File: src/rtl/conversaodec_bin_seq.sv
// Sequential binary-to-BCD converter using the shift-add-3 (double-dabble) method.
// One conversion takes WIDTH iterations. A start/busy/done handshake is used, and
// the result saturates to all nines when it does not fit in DIGITS digits.
module conversaodec_bin_seq #(
  parameter int unsigned WIDTH  = 16,
  parameter int unsigned DIGITS = 4
) (
  input  logic                  clk,
  input  logic                  rst,
  input  logic                  start,
  input  logic [WIDTH-1:0]      bin_in,
  output logic                  busy,
  output logic                  done,
  output logic [4*DIGITS-1:0]   bcd_out,
  output logic                  overflow
);

  // One spare scratch digit lets the converter detect values that do not fit
  localparam int unsigned SD = DIGITS + 1;
  localparam int unsigned CW = $clog2(WIDTH) + 1;

  typedef enum logic [0:0] {
    IDLE  = 1'b0,
    SHIFT = 1'b1
  } state_t;

  state_t               state, state_n;
  logic [WIDTH-1:0]     sh, sh_n;
  logic [4*SD-1:0]      scr, scr_n;
  logic [4*SD-1:0]      adj;
  logic [CW-1:0]        cnt, cnt_n;
  logic                 busy_n;
  logic                 done_n;
  logic [4*DIGITS-1:0]  bcd_n;
  logic                 overflow_n;

  // Add-3 correction applied to every scratch digit that is 5 or more
  always_comb begin
    adj = '0;
    for (int unsigned i = 0; i < SD; i++) begin
      if (scr[4*i +: 4] >= 4'd5) begin
        adj[4*i +: 4] = scr[4*i +: 4] + 4'd3;
      end else begin
        adj[4*i +: 4] = scr[4*i +: 4];
      end
    end
  end

  // Next-state, datapath and output decode
  always_comb begin
    state_n    = state;
    sh_n       = sh;
    scr_n      = scr;
    cnt_n      = cnt;
    busy_n     = busy;
    done_n     = 1'b0;
    bcd_n      = bcd_out;
    overflow_n = overflow;

    unique case (state)
      IDLE: begin
        if (start) begin
          sh_n    = bin_in;
          scr_n   = '0;
          cnt_n   = '0;
          busy_n  = 1'b1;
          state_n = SHIFT;
        end
      end

      SHIFT: begin
        // Adjust and shift happen in the same cycle: {adj, sh} << 1
        scr_n = {adj[4*SD-2:0], sh[WIDTH-1]};
        sh_n  = {sh[WIDTH-2:0], 1'b0};
        cnt_n = cnt + CW'(1);

        if (cnt == CW'(WIDTH - 1)) begin
          // Result is taken from this final iteration's scratch value
          if (|scr_n[4*SD-1:4*DIGITS]) begin
            bcd_n      = {DIGITS{4'h9}};
            overflow_n = 1'b1;
          end else begin
            bcd_n      = scr_n[4*DIGITS-1:0];
            overflow_n = 1'b0;
          end
          busy_n  = 1'b0;
          done_n  = 1'b1;
          state_n = IDLE;
        end
      end

      default: begin
        state_n = IDLE;
        busy_n  = 1'b0;
      end
    endcase
  end

  // State and datapath registers; reset aborts any conversion in progress
  always_ff @(posedge clk or posedge rst) begin
    if (rst) begin
      state    <= IDLE;
      sh       <= '0;
      scr      <= '0;
      cnt      <= '0;
      busy     <= 1'b0;
      done     <= 1'b0;
      bcd_out  <= '0;
      overflow <= 1'b0;
    end else begin
      state    <= state_n;
      sh       <= sh_n;
      scr      <= scr_n;
      cnt      <= cnt_n;
      busy     <= busy_n;
      done     <= done_n;
      bcd_out  <= bcd_n;
      overflow <= overflow_n;
    end
  end

endmodule

File: config.mk
export PLATFORM = sky130hd
export DESIGN_NAME = conversaodec_bin_seq
export DESIGN_NICKNAME = d
export VERILOG_FILES = /design/src/rtl/conversaodec_bin_seq.sv
export SDC_FILE = /design/constraint.sdc
export NUM_CORES = 1
export LEC_CHECK = 0
export BUFFER_PORTS_ARGS = -buffer_cell sky130_fd_sc_hd__buf_2
export CORE_AREA = 2 2 104 106
export DETAILED_ROUTE_END_ITERATION = 7
export DIE_AREA = 0 0 106 108
export GPL_ROUTABILITY_DRIVEN = 1
export PLACE_DENSITY = 0.47
export SLEW_MARGIN = 20
export SYNTH_ARGS = -nofsm -noshare
export SYNTH_HDL_FRONTEND = slang
export SYNTH_SLANG_ARGS = --single-unit
File: constraint.sdc
create_clock -name clk -period 2.7 [get_ports clk]
set_clock_uncertainty 0.15 [all_clocks]
set_input_delay 0.27 -clock clk [delete_from_list [all_inputs] [get_ports clk]]
set_output_delay 0.27 -clock clk [all_outputs]
set_load 0.01 [all_outputs]
# [Yosys cells after proc, flatten, opt, wreduce, memory -nomap -nowiden]
# Cells that the tools add are included.
[word_totals] reg_bits=61 out_inout_bits=19 in_bits=19
[classes] muxes=21 n_lt_le_gt_ge=5 n_eq_ne=3 n_addsub=6 reduce_logical=3 bitwise_logic=1
[ops] cell="case mux 20 bit (2 select lines)" n=1
[ops] cell="two-way mux 16 bit" n=2
[ops] cell="case mux 16 bit (2 select lines)" n=1
[ops] cell="greater-or-equal comparator 4 x 3 -> 1 bit (second input constant)" n=5
[ops] cell="two-way mux 20 bit" n=1
[ops] cell="adder 4 x 2 -> 4 bit (second input constant)" n=4
[ops] cell="two-way mux 4 bit" n=4
[ops] cell="case mux 5 bit (2 select lines)" n=1
[ops] cell="two-way mux 1 bit" n=7
[ops] cell="adder 5 x 1 -> 5 bit (second input constant)" n=1
[ops] cell="equality test 5 x 4 -> 1 bit (second input constant)" n=1
[ops] cell="two-way mux 5 bit" n=1
[ops] cell="case mux 1 bit (2 select lines)" n=2
[ops] cell="AND reduction 2 bit" n=2
[ops] cell="OR reduction 4 bit" n=1
[ops] cell="adder 3 x 2 -> 3 bit (second input constant)" n=1
[ops] cell="two-way mux 3 bit" n=1
[ops] cell="inequality test 2 x 1 -> 1 bit (second input constant)" n=1
[ops] cell="inequality test 2 bit (second input constant)" n=1
[ops] cell="inverter 1 bit" n=1

# [Logic depth before layout (Yosys ltp)]
# Gate-level depths: netlist of the first run.
[logic_depth] word_depth=4 depth_mapped=9 ltp_nobuf=7

# [Worst setup path before layout of the first run]
# Ideal clock, no wire load.
[synth_path] kind="register to register" startpoint="register cnt[0]" endpoint="register bcd_out[1]" period_less_slack_ns=2.127 required_time_ns=2.428 slack_ns=0.573 path_stages_with_launch=10 path_buffers=2 arrival_time_ns=1.856 cell_sequence="dfrtp_1 -> ha_1 -> and3_1 -> ha_1 -> nand2_2 -> inv_1 -> and4b_1 -> buf_6 -> buf_8 -> a32o_1"
[synth_via] elab_chain_len=2
[synth_lines] element="start: declaration" line="31" text="logic [CW-1:0] cnt, cnt_n;"
[synth_lines] element="start signal: assignment" line="114" text="cnt <= cnt_n;"
[synth_lines] element="equality test 5 x 4 -> 1 bit" line="77" text="if (cnt == CW'(WIDTH - 1)) begin"
[synth_lines] element="AND reduction 2 bit (no source line)"
[synth_lines] element="end signal: assignment" line="117" text="bcd_out <= bcd_n;"
[synth_lines] element="end: declaration" line="14" text="output logic [4*DIGITS-1:0] bcd_out,"
# Every way passes these cells.
# A chain may end at the register's enable or synchronous reset.

# [Worst setup path in the final report of the first run]
# Ends and elaborated chain as after synthesis.

==> results of run 1 <==
[through the flow]
step	instances	hold WS (ns)	utilization, %	total power (µW)
floorplan	293	0.276	-	2860
global placement	456	0.229	32.8	3300
detailed placement	456	0.235	32.8	3340
CTS	472	0.0193	34.7	4110
global route	472	0.0481	34.7	4420
finish	472	0.0321	34.7	4030
[critical path, cell delays in order, from the launching register on]
cell and delay [ns]:
dfrtp_1 0.41, ha_1 0.24, and3_1 0.19, ha_1 0.18, nand2_2 0.19, inv_1 0.08, and4b_1 0.43, a32o_1 0.35
[state kept, by name (all words and copies together), names as in the netlist]
name and count:
overflow 1, scr 20, done 1, busy 1, state 1, cnt 5, sh 16, bcd_out 16
[power by group through the flow]
stage / combinational, µW / sequential (µW) / clock [µW]
floorplan: 1280 / 1580 / 0
global placement: 1700 / 1600 / 0
detailed placement: 1730 / 1610 / 0
CTS: 1730 / 1600 / 780
global route: 1950 / 1650 / 816
finish: 1700 / 1590 / 739
[worst max path at each step]
stage / startpoint / end / slack, ns / depth (start not counted)
finish: cnt[0] / bcd_out[1] / 0.38 / 7
global route: cnt[1] / bcd_out[8] / 0.15 / 7
CTS: cnt[0] / bcd_out[14] / 0.37 / 7
detailed placement: cnt[0] / bcd_out[6] / 0.38 / 7
global placement: cnt[0] / bcd_out[9] / 0.43 / 7
floorplan: cnt[0] / bcd_out[1] / 0.57 / 9
[cells in the mapped netlist (all sizes together)]
cell,instances,share of area [%]
nor3b,17,4.4
a31oi,8,1.7
nand2,34,4.3
dfrtp,61,50
a21oi,16,2.8
mux2i,29,9.6
nor3,5,0.83
inv,15,1.9
a21o,9,2.2
nor2,12,1.5
nand3,5,0.83
buf,4,1.3
mux2,1,0.37
xnor2,5,1.4
nand4,1,0.21
ha,12,5.0
and3,1,0.21
nor2b,1,0.21
and4b,1,0.33
nand2b,7,1.4
o31ai,2,0.50
clkbuf,12,1.5
o21ai,27,4.6
a32o,8,2.6
[logic make-up (layout without fill, tap and decap cells)]
family	Yosys count	in the layout	share of synthesized area, %
DFF	61	61	50.4
xor gates and xnor gates	5	5	1.45
and+or+nand+nor	84	84	14.2
adders and majority gates	12	12	4.96
muxes	30	30	9.95
buffers and inverters	31	74	4.67
AOI/OAI and AO/OA	70	70	14.4
[layout make-up]
class                   count  area, µm²
clock inverters             1       5.00
repair buffers             44        253
well taps                 136        170
fillers                  1074       6690
flip-flops and latches     61       1530
clock buffers              14        173
inverters                  15       56.3
multi-input cells         201       1360
[per-layer routing]
layer / wire [µm] / share of wire, %
met1: 3020 / 47
met2: 3030 / 47
met3: 341 / 5.3
met4: 34 / 0.53
met5: 0 / 0
==> run_summary.xml, run 1 <==
<?xml version="1.0" encoding="UTF-8"?>
<metrics>
  <group name="run_status">
    <metric name="status" unit="">finished clean</metric>
  </group>
  <group name="worst_hold_path">
    <metric name="min-delay-start" unit="">bin_in[0]</metric>
    <metric name="min_delay_path_depth" unit="">3</metric>
    <metric name="holdCritPathClass" unit="">input port to flip-flop</metric>
    <metric name="timing.hold.worst_endpoint" unit="">sh[0]</metric>
  </group>
  <group name="die">
    <metric name="chipWidth" unit="µm">106</metric>
    <metric name="initial_utilization" unit="%">29.6</metric>
    <metric name="core_area" unit="µm²">10200</metric>
    <metric name="i_o_pin_total" unit="">38</metric>
    <metric name="floorplan.rows" unit="">37</metric>
    <metric name="die_h" unit="µm">108</metric>
    <metric name="die-area" unit="µm²">11400</metric>
  </group>
  <group name="timing">
    <metric name="finalCriticalPeriod" unit="ns">2.32</metric>
    <metric name="unrepaired_setup_endpoints_after_global_routing" unit="">false</metric>
    <metric name="timing_hold_violations_final" unit="">0</metric>
    <metric name="finalSetupViolations" unit="">0</metric>
    <metric name="achievable-frequency" unit="MHz">430</metric>
    <metric name="timing.slew.headroom" unit="%">53.6</metric>
    <metric name="final-max-slew-violation-count" unit="">0</metric>
    <metric name="timing.setup.tns" unit="ns">0</metric>
    <metric name="period_share" unit="%">86.1</metric>
    <metric name="worst-slew-pin-transition" unit="ns">0.694</metric>
    <metric name="timing.final.ws_setup" unit="ns">0.375</metric>
  </group>
  <group name="placed_design">
    <metric name="dpl.hpwl" unit="mm">4.39</metric>
    <metric name="placement.io_buffers" unit="">37</metric>
    <metric name="detailed_place.area" unit="µm²">3360</metric>
    <metric name="place_congestion" unit="">0.688</metric>
    <metric name="dp_slack" unit="ns">0.379</metric>
  </group>
  <group name="drt">
    <metric name="viasPerCell" unit="">4.73</metric>
    <metric name="routed_wire_length_per_instance" unit="µm">13.6</metric>
    <metric name="detail_route.first_pass.iterations" unit="">4</metric>
    <metric name="via_count" unit="">2232</metric>
    <metric name="finalWirelength" unit="mm">6.43</metric>
    <metric name="ant_nets" unit="">0</metric>
    <metric name="drt_iter0_markers" unit="">99</metric>
    <metric name="route.detailed.drc" unit="">0</metric>
  </group>
  <group name="clock_network">
    <metric name="cts_max_level" unit="">3</metric>
    <metric name="insertion_delay" unit="ns">0.34</metric>
    <metric name="cts_tree" unit="">done</metric>
    <metric name="cts_hold_buffers" unit="">1</metric>
    <metric name="cts-resized-gates" unit="">0</metric>
    <metric name="post-cts-setup-buffer-count" unit="">0</metric>
    <metric name="cts-buffers-inserted" unit="">9</metric>
    <metric name="clk_pin_slew_worst_paths" unit="ns">0.06</metric>
    <metric name="ctsLongestPathBuffers" unit="">2</metric>
    <metric name="clock-root-buffer" unit="">clkbuf_8</metric>
    <metric name="tritoncts_num_sinks" unit="">61</metric>
  </group>
  <group name="grt">
    <metric name="global_route_track_usage_on_met2" unit="%">20.3</metric>
    <metric name="use_met1" unit="%">15.9</metric>
    <metric name="use_met3" unit="%">4.22</metric>
    <metric name="globalRoute.totalOverflow" unit="">0</metric>
    <metric name="grt_start_max_net_pins" unit="">45</metric>
    <metric name="grt_pass1_vias" unit="">2204</metric>
    <metric name="grt_pass1_wl" unit="mm">11.0</metric>
    <metric name="global_route.peak_usage_layer" unit="">met2</metric>
    <metric name="grt_util_all_layers" unit="%">12.4</metric>
    <metric name="initial_antenna_violation_count" unit="">0</metric>
  </group>
  <group name="yosys">
    <metric name="postSynthCellCount" unit="">293</metric>
    <metric name="synth_sequential_area_ratio" unit="%">50.4</metric>
    <metric name="syn_area" unit="µm²">3030</metric>
    <metric name="postSynthAreaPerCell" unit="µm²">10.3</metric>
    <metric name="synth.ff_latch_count" unit="">61</metric>
    <metric name="yosys.cell_types.count" unit="">32</metric>
    <metric name="yosys_warnings" unit="">0</metric>
    <metric name="synth.net_count" unit="">324</metric>
  </group>
  <group name="pwr">
    <metric name="power.combinational.fraction" unit="%">42.2</metric>
    <metric name="power.clock.fraction" unit="%">18.4</metric>
    <metric name="internal_power" unit="µW">2480</metric>
    <metric name="p_sw_share" unit="%">38.4</metric>
    <metric name="seqPwrFrac" unit="%">39.4</metric>
    <metric name="power.leakage" unit="µW">0.00172</metric>
    <metric name="irDropWorstVdd" unit="V">0.000346</metric>
    <metric name="cell_area_power_density" unit="nW/µm²">1140</metric>
    <metric name="power_switching" unit="µW">1550</metric>
  </group>
  <group name="finish">
    <metric name="final_area" unit="µm²">3550</metric>
    <metric name="layout.cells.most_common_list" unit="">dfrtp_1, buf_2, nand2_1</metric>
    <metric name="drive_gt1_share" unit="%">18.8</metric>
    <metric name="n_antenna_cell" unit="">0</metric>
    <metric name="num-nets-final" unit="">363</metric>
    <metric name="area_growth_syn_to_layout" unit="%">17.1</metric>
    <metric name="layout.cells.most_common" unit="">dfrtp_1</metric>
  </group>
  <group name="critical_path">
    <metric name="register_to_register_path_setup_slack" unit="ns">0.38</metric>
    <metric name="data_required_time_at_the_worst_endpoint" unit="ns">2.77</metric>
    <metric name="r2r_start" unit="">cnt[0]</metric>
    <metric name="critical_setup_path_class" unit="">flip-flop to flip-flop</metric>
    <metric name="startpoint_type" unit="">flip-flop</metric>
    <metric name="endpoint_class_of_the_critical_path" unit="">flip-flop</metric>
    <metric name="crit_arrival" unit="ns">2.39</metric>
    <metric name="critical_path_peak_fanout" unit="">17</metric>
    <metric name="timing.rr.end" unit="">bcd_out[1]</metric>
    <metric name="rr_worst_depth" unit="">7</metric>
  </group>
  <group name="flow_run">
    <metric name="maxcap_violations" unit="">0</metric>
  </group>
</metrics>
Power figures use the tool's default switching activity.
==> run 2, diff against run 1 <==
Settings changed: MAX_ROUTING_LAYER from default to met4.
==> run 2 against run 1 <==
  * Sequential power hardly changed
  * Critical path depth unchanged
  * Routed wire length increased by 0.20%
  * Cell count is the same
  * Fmax decreased by 0.41%
  * Sequential share of layout area unchanged
  * Core utilization did not move
  * Non-clock buffer count stayed put
  * Clock power about the same
  * Critical endpoint unchanged
  * Highest routed layer unchanged
==> run_summary.xml, run 2 (synthesized netlist as in run 1, its figures left out) <==
<?xml version="1.0" encoding="UTF-8"?>
<metrics>
  <group name="timing">
    <metric name="finalSetupViolations" unit="">0</metric>
    <metric name="period_share" unit="%">86.5</metric>
    <metric name="worst-slew-pin-transition" unit="ns">0.680</metric>
    <metric name="unrepaired_setup_endpoints_after_global_routing" unit="">false</metric>
    <metric name="timing.setup.tns" unit="ns">0</metric>
    <metric name="timing.slew.headroom" unit="%">54.5</metric>
    <metric name="final-max-slew-violation-count" unit="">0</metric>
    <metric name="finalCriticalPeriod" unit="ns">2.33</metric>
    <metric name="timing_hold_violations_final" unit="">0</metric>
    <metric name="achievable-frequency" unit="MHz">428</metric>
  </group>
  <group name="die">
    <metric name="chipWidth" unit="µm">106</metric>
    <metric name="core_area" unit="µm²">10200</metric>
    <metric name="floorplan.rows" unit="">37</metric>
    <metric name="die-area" unit="µm²">11400</metric>
    <metric name="initial_utilization" unit="%">29.6</metric>
    <metric name="i_o_pin_total" unit="">38</metric>
    <metric name="die_h" unit="µm">108</metric>
  </group>
  <group name="critical_path">
    <metric name="critical_setup_path_class" unit="">flip-flop to flip-flop</metric>
    <metric name="crit_path_frequent_cell" unit="">ha_1</metric>
    <metric name="worst_setup_path_endpoint" unit="">bcd_out[1]</metric>
    <metric name="crit_family" unit="">simple AND/OR/NAND/NOR gates</metric>
    <metric name="timing.rr.end" unit="">bcd_out[1]</metric>
    <metric name="worstSetupPathDepth" unit="">7</metric>
    <metric name="data_required_time_at_the_worst_endpoint" unit="ns">2.77</metric>
    <metric name="crit_slowest_cell" unit="">and4b_1</metric>
    <metric name="endpoint_class_of_the_critical_path" unit="">flip-flop</metric>
    <metric name="critical_path.cell_chain" unit="">ha_1, and3_1, ha_1, nand2_2, inv_1, and4b_1, a32o_1</metric>
    <metric name="register_to_register_path_setup_slack" unit="ns">0.37</metric>
    <metric name="rr_worst_depth" unit="">7</metric>
    <metric name="r2r_start" unit="">cnt[0]</metric>
    <metric name="worstSetupStartpoint" unit="">cnt[0]</metric>
    <metric name="startpoint_type" unit="">flip-flop</metric>
    <metric name="crit_arrival" unit="ns">2.40</metric>
    <metric name="critical_path_peak_fanout" unit="">17</metric>
    <metric name="critical_path.n_buffers_inverters" unit="">1</metric>
    <metric name="critical-path-max-stage-delay" unit="ns">0.43</metric>
  </group>
  <group name="drt">
    <metric name="routed_wire_length_per_instance" unit="µm">13.7</metric>
    <metric name="route.detailed.drc" unit="">0</metric>
    <metric name="viasPerCell" unit="">4.74</metric>
    <metric name="detail_route.first_pass.iterations" unit="">4</metric>
    <metric name="finalWirelength" unit="mm">6.45</metric>
    <metric name="via_count" unit="">2236</metric>
    <metric name="ant_nets" unit="">0</metric>
    <metric name="drt_iter0_markers" unit="">65</metric>
  </group>
  <group name="worst_hold_path">
    <metric name="min_delay_path_depth" unit="">3</metric>
    <metric name="holdCritPathClass" unit="">input port to flip-flop</metric>
  </group>
  <group name="finish">
    <metric name="final_area" unit="µm²">3550</metric>
    <metric name="largest_register" unit="">scr</metric>
    <metric name="layout.cells.most_common" unit="">dfrtp_1</metric>
    <metric name="num-nets-final" unit="">363</metric>
    <metric name="max_reg_flops" unit="">20</metric>
    <metric name="drive_gt1_share" unit="%">18.8</metric>
    <metric name="layout.cells.most_common_list" unit="">dfrtp_1, buf_2, nand2_1</metric>
    <metric name="largest_registers" unit="">scr (20), bcd_out (16), sh (16)</metric>
    <metric name="n_antenna_cell" unit="">0</metric>
    <metric name="area_growth_syn_to_layout" unit="%">17.1</metric>
    <metric name="filler_cell_count" unit="">1074</metric>
  </group>
  <group name="placed_design">
    <metric name="detailed_place.area" unit="µm²">3360</metric>
    <metric name="dpl.hpwl" unit="mm">4.39</metric>
    <metric name="placement.io_buffers" unit="">37</metric>
    <metric name="place_congestion" unit="">0.695</metric>
  </group>
  <group name="clock_network">
    <metric name="ctsLongestPathBuffers" unit="">2</metric>
    <metric name="cts_tree" unit="">done</metric>
    <metric name="cts_max_level" unit="">3</metric>
    <metric name="insertion_delay" unit="ns">0.34</metric>
    <metric name="post-cts-setup-buffer-count" unit="">0</metric>
    <metric name="tritoncts_num_sinks" unit="">61</metric>
    <metric name="clk_pin_slew_worst_paths" unit="ns">0.06</metric>
    <metric name="clock-root-buffer" unit="">clkbuf_8</metric>
    <metric name="cts-buffers-inserted" unit="">9</metric>
    <metric name="cts-resized-gates" unit="">0</metric>
  </group>
  <group name="grt">
    <metric name="grt_pass1_wl" unit="mm">11.0</metric>
    <metric name="globalRoute.totalOverflow" unit="">0</metric>
    <metric name="initial_antenna_violation_count" unit="">0</metric>
    <metric name="grt_pass1_vias" unit="">2196</metric>
    <metric name="grt_start_max_net_pins" unit="">45</metric>
    <metric name="grt_util_all_layers" unit="%">12.7</metric>
  </group>
  <group name="pwr">
    <metric name="irDropWorstVdd" unit="V">0.000346</metric>
    <metric name="cell_area_power_density" unit="nW/µm²">1140</metric>
    <metric name="power.leakage" unit="µW">0.00172</metric>
  </group>
  <group name="run_status">
    <metric name="status" unit="">finished clean</metric>
  </group>
  <group name="flow_run">
    <metric name="maxcap_violations" unit="">0</metric>
  </group>
</metrics>
-- run 2: cell counts in the layout (fill, tap and decap cells not counted) --
No cell type changed its count.
-- run 2: timing repair --
item,in CTS,in global routing
hold buffers,1,0
endpoints found under the hold margin,26,0
setup endpoints to repair,0,0
-- run 2: final cells by class --
| class | count | area (µm²) | share of cell area (%) |
|---|---|---|---|
| timing repair buffer | 44 | 253 | 7.13 |
| inverter | 15 | 56.3 | 1.59 |
| clock buffer | 14 | 173 | 4.87 |
| tap | 136 | 170 | 4.80 |
| clock inverter | 1 | 5.00 | 0.141 |
| multi-input combinational | 201 | 1360 | 38.4 |
| sequential | 61 | 1530 | 43.1 |
-- run 2: stage by stage --
step	power, µW	utilization (%)	std cells	setup WS, ns	hold slack, ns
after floorplan	2860	-	293	0.573	0.276
after global placement	3300	32.8	456	0.431	0.229
after detailed placement	3340	32.8	456	0.379	0.235
after CTS	4110	34.7	472	0.372	0.0193
after global routing	4420	34.7	472	0.150	0.0482
final	4030	34.7	472	0.366	0.0326
-- run 2: worst reg2reg max path: stages, from the launching register on --
cell,delay [ns]
dfrtp_1,0.41
ha_1,0.24
and3_1,0.19
ha_1,0.19
nand2_2,0.19
inv_1,0.08
and4b_1,0.43
a32o_1,0.35
-- run 2: power breakdown --
group          leakage (µW)  total [µW]  internal [µW]  switching [µW]
registers          0.000768        1590           1290             295
clock network     0.0000926         739            403             336
logic              0.000863        1700            786             917
total               0.00172        4030           2480            1550
-- run 2: routing by layer --
layer  vias to the layer above  wire, µm  GRT usage (%)
met4                         0        60           2.82
met5                         -         0              -
li1                       1105         -              -
met1                      1078      3090           16.0
met3                         8       298           3.98
met2                        45      3000           20.3
-- run 2: worst min-delay path by stage --
| stage | startpoint | end | slack, ns |
|---|---|---|---|
| finish | bin_in[0] | sh[0] | 0.03 |
| global route | bin_in[0] | sh[0] | 0.05 |
| detailed placement | rst | sh[3] | 0.24 |
| CTS | bin_in[0] | sh[0] | 0.02 |
| floorplan | bin_in[0] | sh[0] | 0.28 |
| global placement | rst | sh[3] | 0.23 |
